==> config.mk <==
export PLATFORM = sky130hd
export DESIGN_NAME = ucie_ctl_rx_buffer
export DESIGN_NICKNAME = d
export VERILOG_FILES = /design/src/rtl/ucie_ctl_pkg.sv /design/src/rtl/ucie_ctl_rx_buffer_mem.sv /design/src/rtl/ucie_ctl_rx_buffer.sv
export SDC_FILE = /design/constraint.sdc
export NUM_CORES = 1
export LEC_CHECK = 0
export CORE_AREA = 10 10 221 139
export CTS_CLUSTER_DIAMETER = 120
export CTS_CLUSTER_SIZE = 24
export DETAILED_ROUTE_END_ITERATION = 8
export DIE_AREA = 0 0 231 149
export GPL_ROUTABILITY_DRIVEN = 0
export GPL_TIMING_DRIVEN = 0
export MAX_ROUTING_LAYER = met4
export PLACE_DENSITY = 0.66
export SYNTH_ARGS = -nofsm -noshare
export SYNTH_HDL_FRONTEND = slang
export SYNTH_SLANG_ARGS = --single-unit
export TNS_END_PERCENT = 20
==> constraint.sdc <==
create_clock -name i_clk -period 15 [get_ports i_clk]
set_clock_uncertainty 0.2 [all_clocks]
set_input_delay 3.75 -clock i_clk [delete_from_list [all_inputs] [get_ports i_clk]]
set_output_delay 3.75 -clock i_clk [all_outputs]
set_load 0.03 [all_outputs]
==> src/rtl/ucie_ctl_pkg.sv <==
// Shared UCIe controller definitions: default flit/buffer sizing and the
// one-hot RX control FSM state encodings used by the FSM and buffer bench.
package ucie_ctl_pkg;

  localparam int UCIE_FLIT_W       = 32;
  localparam int UCIE_RX_BUF_DEPTH = 8;

  localparam int UCIE_RX_ST_W = 3;
  typedef logic [UCIE_RX_ST_W-1:0] ucie_rx_state_t;

  localparam ucie_rx_state_t UCIE_RX_ST_IDLE     = 3'b001;
  localparam ucie_rx_state_t UCIE_RX_ST_ACTIVE   = 3'b010;
  localparam ucie_rx_state_t UCIE_RX_ST_OVERFLOW = 3'b100;

endpackage

==> src/rtl/ucie_ctl_rx_buffer_mem.sv <==
// RX flit storage: register array with one synchronous write port and one
// asynchronous (show-ahead) read port. Contents are never reset.
module ucie_ctl_rx_buffer_mem #(
  parameter int DATA_WIDTH = 32,
  parameter int DEPTH      = 8,
  parameter int ADDR_W     = $clog2(DEPTH)
) (
  input  logic                  i_clk,
  input  logic                  wr_en,
  input  logic [ADDR_W-1:0]     wr_addr,
  input  logic [DATA_WIDTH-1:0] wr_data,
  input  logic [ADDR_W-1:0]     rd_addr,
  output logic [DATA_WIDTH-1:0] rd_data
);

  logic [DATA_WIDTH-1:0] mem [DEPTH];

  always_ff @(posedge i_clk) begin
    if (wr_en) begin
      mem[wr_addr] <= wr_data;
    end
  end

  assign rd_data = mem[rd_addr];

endmodule

==> src/rtl/ucie_ctl_rx_buffer.sv <==
// UCIe RX flit buffer: FIFO between the link receiver and the protocol layer,
// gated and flushed by the RX FSM enable, with a dropped-write pulse back to it.
module ucie_ctl_rx_buffer
  import ucie_ctl_pkg::*;
#(
  parameter int DATA_WIDTH = UCIE_FLIT_W,
  parameter int DEPTH      = UCIE_RX_BUF_DEPTH,
  parameter int ADDR_W     = $clog2(DEPTH)
) (
  input  logic                  i_clk,
  input  logic                  i_rst,
  input  logic                  i_buffer_enable,
  input  logic                  i_wr_valid,
  input  logic [DATA_WIDTH-1:0] i_wr_data,
  output logic                  o_rd_valid,
  output logic [DATA_WIDTH-1:0] o_rd_data,
  input  logic                  i_rd_ready,
  output logic                  o_overflow_detected,
  output logic [ADDR_W:0]       o_fill_level,
  output logic                  o_empty,
  output logic                  o_full
);

  localparam logic [ADDR_W:0] PTR_ONE = (ADDR_W+1)'(1);

  // Pointers carry an extra wrap bit so full and empty are distinguishable
  logic [ADDR_W:0]       wr_ptr;
  logic [ADDR_W:0]       rd_ptr;
  logic                  read_fire;
  logic                  wr_accept;
  logic                  overflow_nxt;
  logic [DATA_WIDTH-1:0] head_data;

  assign o_empty      = (wr_ptr == rd_ptr);
  assign o_full       = (wr_ptr[ADDR_W-1:0] == rd_ptr[ADDR_W-1:0]) &&
                        (wr_ptr[ADDR_W] != rd_ptr[ADDR_W]);
  assign o_fill_level = wr_ptr - rd_ptr;

  assign o_rd_valid   = i_buffer_enable & ~o_empty;
  assign read_fire    = i_buffer_enable & o_rd_valid & i_rd_ready;
  // A read on the same edge frees the slot, so a full buffer still accepts
  assign wr_accept    = i_buffer_enable & i_wr_valid & (~o_full | read_fire);
  assign overflow_nxt = i_buffer_enable & i_wr_valid & o_full & ~read_fire;

  always_ff @(posedge i_clk or negedge i_rst) begin
    if (!i_rst) begin
      wr_ptr              <= '0;
      rd_ptr              <= '0;
      o_overflow_detected <= 1'b0;
    end else if (!i_buffer_enable) begin
      wr_ptr              <= '0;
      rd_ptr              <= '0;
      o_overflow_detected <= 1'b0;
    end else begin
      if (wr_accept) begin
        wr_ptr <= wr_ptr + PTR_ONE;
      end
      if (read_fire) begin
        rd_ptr <= rd_ptr + PTR_ONE;
      end
      o_overflow_detected <= overflow_nxt;
    end
  end

  ucie_ctl_rx_buffer_mem #(
    .DATA_WIDTH (DATA_WIDTH),
    .DEPTH      (DEPTH),
    .ADDR_W     (ADDR_W)
  ) u_mem (
    .i_clk   (i_clk),
    .wr_en   (wr_accept),
    .wr_addr (wr_ptr[ADDR_W-1:0]),
    .wr_data (i_wr_data),
    .rd_addr (rd_ptr[ADDR_W-1:0]),
    .rd_data (head_data)
  );

  assign o_rd_data = o_rd_valid ? head_data : '0;

endmodule

### Yosys cells after proc, flatten, opt, wreduce, memory -nomap -nowiden

Memories as Yosys holds them, arrays and structs flattened.
Cells that the tools add are included.

* bitwise operators: 11
* muxes and demuxes: 8
* reductions and logical operators: 1
* equal/unequal tests: 5
* add/sub/neg operators: 3

Operators by type and width (number)
* 2-to-1 mux 32 bit: 1
* 2-to-1 mux 4 bit: 4
* adder 4 x 1 -> 4 bit, second input constant: 2
* bitwise AND 1 bit: 7
* == test 4 bit: 1
* inequality test 2 x 1 -> 1 bit, second input constant: 2
* subtractor 4 bit: 1
* == test 3 bit: 1
* 2-to-1 mux 1 bit: 3
* NOT 1 bit: 3
* logical AND 1 bit: 1
* inequality test 1 bit: 1
* OR 1 bit: 1

* memories: 1
* output and inout bits: 40
* logic and storage cells: 32
* RAM bits: 256
* bits in registers: 9
* input bits: 37

Memory list
* u_mem.mem: depth 8, width 32, read ports 1, clocked after memory_dff 0, wr ports 1, line ucie_ctl_rx_buffer_mem.sv:16 `logic [DATA_WIDTH-1:0] mem [DEPTH];`

### Depth between registers and ports, before layout

Gate-level depths: netlist (run 1).

* depth in word-level cells: 9
* gate-level depth with buffers: 10
* mapped depth without buffers: 6

### Cells and area by module

Synthesis (run 1) repeated with hierarchy kept, for this count alone.

* cell total of the unflattened synthesis: 480
* area total of the unflattened synthesis: 10639.0 µm²

By module, submodules not included
* ucie_ctl_rx_buffer_mem: sequential area each 7687.4 µm², cells each 383, area each 9825.7 µm², instances 1
* ucie_ctl_rx_buffer: sequential area each 225.2 µm², cells each 97, area each 813.3 µm², instances 1

### Worst setup path before layout (run 1)

No wires, ideal clock.

* path type: input to output
* start: input port i_buffer_enable
* end: output port o_rd_data[22]
* arrival time: 4523 ps
* required time: 11050 ps
* setup slack: 6527 ps
* path buffers: 1
* stages: 3
* path through: nor2b_4 > clkbuf_2 > and3_1

* longest elaborated chain between the ends: 2

Ends and longest elaborated chain
* start: declaration: line ucie_ctl_rx_buffer.sv:12 `input logic i_buffer_enable,`
* bitwise AND 1 bit: line ucie_ctl_rx_buffer.sv:39 `assign o_rd_valid = i_buffer_enable & ~o_empty;`
* named net o_rd_valid: line ucie_ctl_rx_buffer.sv:15 `output logic o_rd_valid,`
* 2-to-1 mux 32 bit: line ucie_ctl_rx_buffer.sv:78 `assign o_rd_data = o_rd_valid ? head_data : '0;`
* end: declaration: line ucie_ctl_rx_buffer.sv:16 `output logic [DATA_WIDTH-1:0] o_rd_data,`

The timed path passes the listed nets, and every way through them passes these cells.

### Final worst setup path (run 1)

* start: input port i_buffer_enable
* end: output port o_rd_data[26]

* longest elaborated chain between the ends: 2

Ends and longest elaborated chain (line)
* bitwise AND 1 bit: ucie_ctl_rx_buffer.sv:39
* 2-to-1 mux 32 bit: ucie_ctl_rx_buffer.sv:78

No other way between the ends.

==> results list, run 1 <==
- The first global-routing pass estimated 35,500 um of wire.
- For this design the static power due to leakage is slightly below 4 nW.
* Share of layout cells above drive strength 1: 0.0996
- Most numerous cell on the critical path: sky130_fd_sc_hd__clkdlybuf4s50_1
- In this run the worst path has a maximum fanout of 10.
- The synthesized design contains between 200 and 300 enable-type register cells.
- The floorplan step set the die width to roughly 230 um.
- The critical path is of the in2out type.
- The Yosys step of the flow raised 0 warnings.
- The via count of the first global-routing pass was ~5,600.
- In the routed layout, each cell is associated on average with a via count of between 5 and 6.
- Maximum number of pins on one net before global-route repair: 26
- The cell count after synthesis came out at ~590.
- Quantity of hold-fixing buffers added after cts: 0
- Post-CTS sizing: 0
* Total Die Area: around 0.034 mm2
- Setup repair after global routing left no endpoint under its margin.
- Max-cap violations in this run came to 0.
- For this run, the detailed router's first-pass iteration total came to 5.
- Dominant register cell in the synthesized netlist: sky130_fd_sc_hd__edfxtp_1
- The initialized floorplan defines 47 standard-cell rows.
- Cell area after layout: 0.0125 mm2
- Clock tree synthesis found a total of around 270 sinks.
- Worst-path cell chain: clkdlybuf4s50_1 > nor2b_4 > clkbuf_2 > and3_1 > clkdlybuf4s50_1
- The flow ran to the end, and the final reports show no timing, DRC or antenna violations.
- The worst pin sits at a relative slew slack of 0.401.
* Number of nets in the finished design: 751
- The final hold violation count was 0.
- The synthesized design contains around 270 register bits.
- The initial antenna violation count is 1.
- For this run, the register share of the synthesized area comes to 0.753.
- In this run, CTS created clock tree buffers numbering 15.
- CTS built an H-tree with a depth of 1.
- All-Layer GR Usage: 0.139
- Pin placement for this block handled 77 I/O pins.
- In this run the remaining antenna-violating nets after routing total 0.
- Of the available clock period, the critical path in the final layout requires 0.659.
- Standard cell core area: between 0.02 and 0.03 mm2
- VDD sags by at most slightly below 60 uV.
* Clock tree root driver cell: sky130_fd_sc_hd__clkbuf_16
- Final routed wirelength across all metal layers: roughly 24,000 um
- For the worst setup path, the data required time is about 11 ns.
- TNS Setup: 0 ns
* Count of port buffers added during placement: 76
- Dividing total power by cell area gives a power density of 120 mW/mm2.
- DP HPWL: approximately 16,000 um
- TritonCTS built the clock tree.
* Clock slew at the register clock pins of the worst setup and hold paths: approximately 0.10 ns
- Global routing finished with a remaining overflow of 0.
- The worst setup path is captured at an output port.
* Starting density of the core: 0.390
* Vertical extent of the die: 149 um
* # fillers: between 2,000 and 2,500
* Hold Slack: around 0.43 ns
- For this run, the slowest stage of the critical path takes ~0.7 ns.
* Number of nets produced by synthesis: approximately 640
- A synthesized cell averages between 15 and 20 um2.
- Relative to the synthesized area, the layout overhead comes to 18.7%.
- Setup violations remaining at the end of the flow were counted as 0.
- After detailed routing, the average wire length per cell comes to roughly 22 um.
- Worst-case clock buffer depth: 3
- After synthesis the cells add up to roughly 0.011 mm2.
- After clock tree synthesis, the setup repair step added 0 buffers.
* Transition time at the pin with the least slew margin: between 0.8 and 0.9 ns
- The largest individual stage delay along the critical path comes from the cell sky130_fd_sc_hd__clkdlybuf4s50_1.
- The detailed router finished its first iteration with 550 violations.
- At the later pin of the worst-skew pair, clock insertion delay measures approximately 0.5 ns.
- Summing all placed instances gives a cell area of around 0.012 mm2.
* Critical path data arrival time: between 5 and 6 ns
- Via total after detailed routing: ~5,700
* Kind of start point of the critical path: input pin
* DR DRC count: 0
- Highest attainable clock frequency: 0.101 GHz
- The final max-slew violation count is 0.
- Post-synth cell types: 34
- Counting flops with an async set or reset pin after synthesis yields a share of 0.0340.
- Type of the most critical hold path: reg2reg
- The clock period could shrink to approximately 10 ns.
==> cell usage in the layout, fill, tap and decap left out, drive strengths merged, types with 2 or more instances in the layout <==
master         synthesis  layout
a21boi                 3       3
a22oi                 64      64
and2                   3       3
and3                  32      32
buf                   17      39
clkbuf                16      36
clkdlybuf4s50          0      76
dfrtp                  9       9
edfxtp               256     256
ha                     5       5
inv                    8       9
mux2i                128     128
nand2                  7       7
nand3                  6       6
nor2                   6       6
nor2b                  2       2
nor3                   6       6
o21ai                  7       7
or3                    3       3
xnor2                  5       5
==> synthesized netlist by cell type (all sizes together) (6+ instances only) <==
cell	n	area [um2]
a22oi	64	480
and3	32	200
buf	17	90.1
clkbuf	16	61.3
dfrtp	9	225
edfxtp	256	7690
inv	8	30.0
mux2i	128	1280
nand2	7	26.3
nand3	6	30.0
nor2	6	22.5
nor3	6	30.0
o21ai	7	38.8
==> sequential cells by signal (all words and copies together), names as in the netlist <==
signal	flops
o_overflow_detected	1
wr_ptr	4
u_mem.mem	256
rd_ptr	4
==> power by group <==
group / leakage (nW) / switching (mW) / internal (mW)
clock network: 0.207 / 0.228 / 0.190
registers: 2.44 / 0.00475 / 0.821
logic: 1.26 / 0.154 / 0.0947
total: 3.90 / 0.386 / 1.11
==> path summary, 6_finish.rpt <==
path,end,startpoint,slack (ns),cells past startpoint
worst max-delay path,o_rd_data[26],i_buffer_enable,5.12,5
max in group asynchronous,wr_ptr[3],i_rst,10.93,1
worst max register to register,u_mem.mem[2][12],rd_ptr[1],10.84,11
min in group asynchronous,o_overflow_detected,i_rst,3.36,1
worst min-delay path,wr_ptr[0],wr_ptr[0],0.43,2
worst min register to register,wr_ptr[0],wr_ptr[0],0.43,2
==> area by class of cell <==
cell class | count | area (um2) | share of cell area
buffer | 33 | 151 | 0.0121
clock buffer | 20 | 394 | 0.0316
sequential | 265 | 7910 | 0.635
clock inverter | 2 | 38.8 | 0.00311
inverter | 8 | 30.0 | 0.00241
multi-input combinational | 287 | 2460 | 0.197
tap | 367 | 459 | 0.0368
antenna | 1 | 2.50 | 0.000201
timing repair buffer | 98 | 1020 | 0.0820
==> through the flow <==
step	utilization	power (mW)	instances	setup WS, ns
finish	0.463	1.49	1081	5.12
global route	0.463	1.55	1081	5.08
CTS	0.463	1.50	1080	5.13
detailed placement	0.447	1.09	1058	5.15
global placement	0.435	1.09	1036	3.63
floorplan	-	0.984	593	6.53
==> routing by layer <==
layer  track usage  up-vias  wire, um
li1              -     2588         -
met1         0.205     2917     12100
met2         0.200      145     10300
met3        0.0253       29      1220
met4        0.0183        0       262
met5             -        -         0
==> cell families after synthesis <==
kind of cell	count (synthesis)	synth area share
DFF	265	0.753
muxes	128	0.122
AOI/OAI and AO/OA	78	0.0555
and+or+nand+nor	69	0.0376
buffers and inverters	41	0.0173
xor gates and xnor gates	6	0.00643
adders and majority gates	6	0.00786
==> critical path, delay by kind of cell <==
kind,cells,cell delay [ns]
simple gates,2,0.57
buf+inv,3,1.61
Note: power is estimated with default switching activity, not from simulation.
==> run 2, diff against run 1 <==
Clock period 15 ns to 9.19 ns, I/O delays scaled along.
==> results of run 2 <==
Same layout as run 1 (identical final DEF). Status: finished clean.
Among the figures that moved: setup slack after placement 5.15 ns -> 2.25 ns; setup slack after layout 5.12 ns -> 2.21 ns; register-to-register setup slack 10.84 ns -> 5.03 ns; total power 1.49 mW -> 2.44 mW; worst IR drop on VDD 58.2 uV -> 95.1 uV
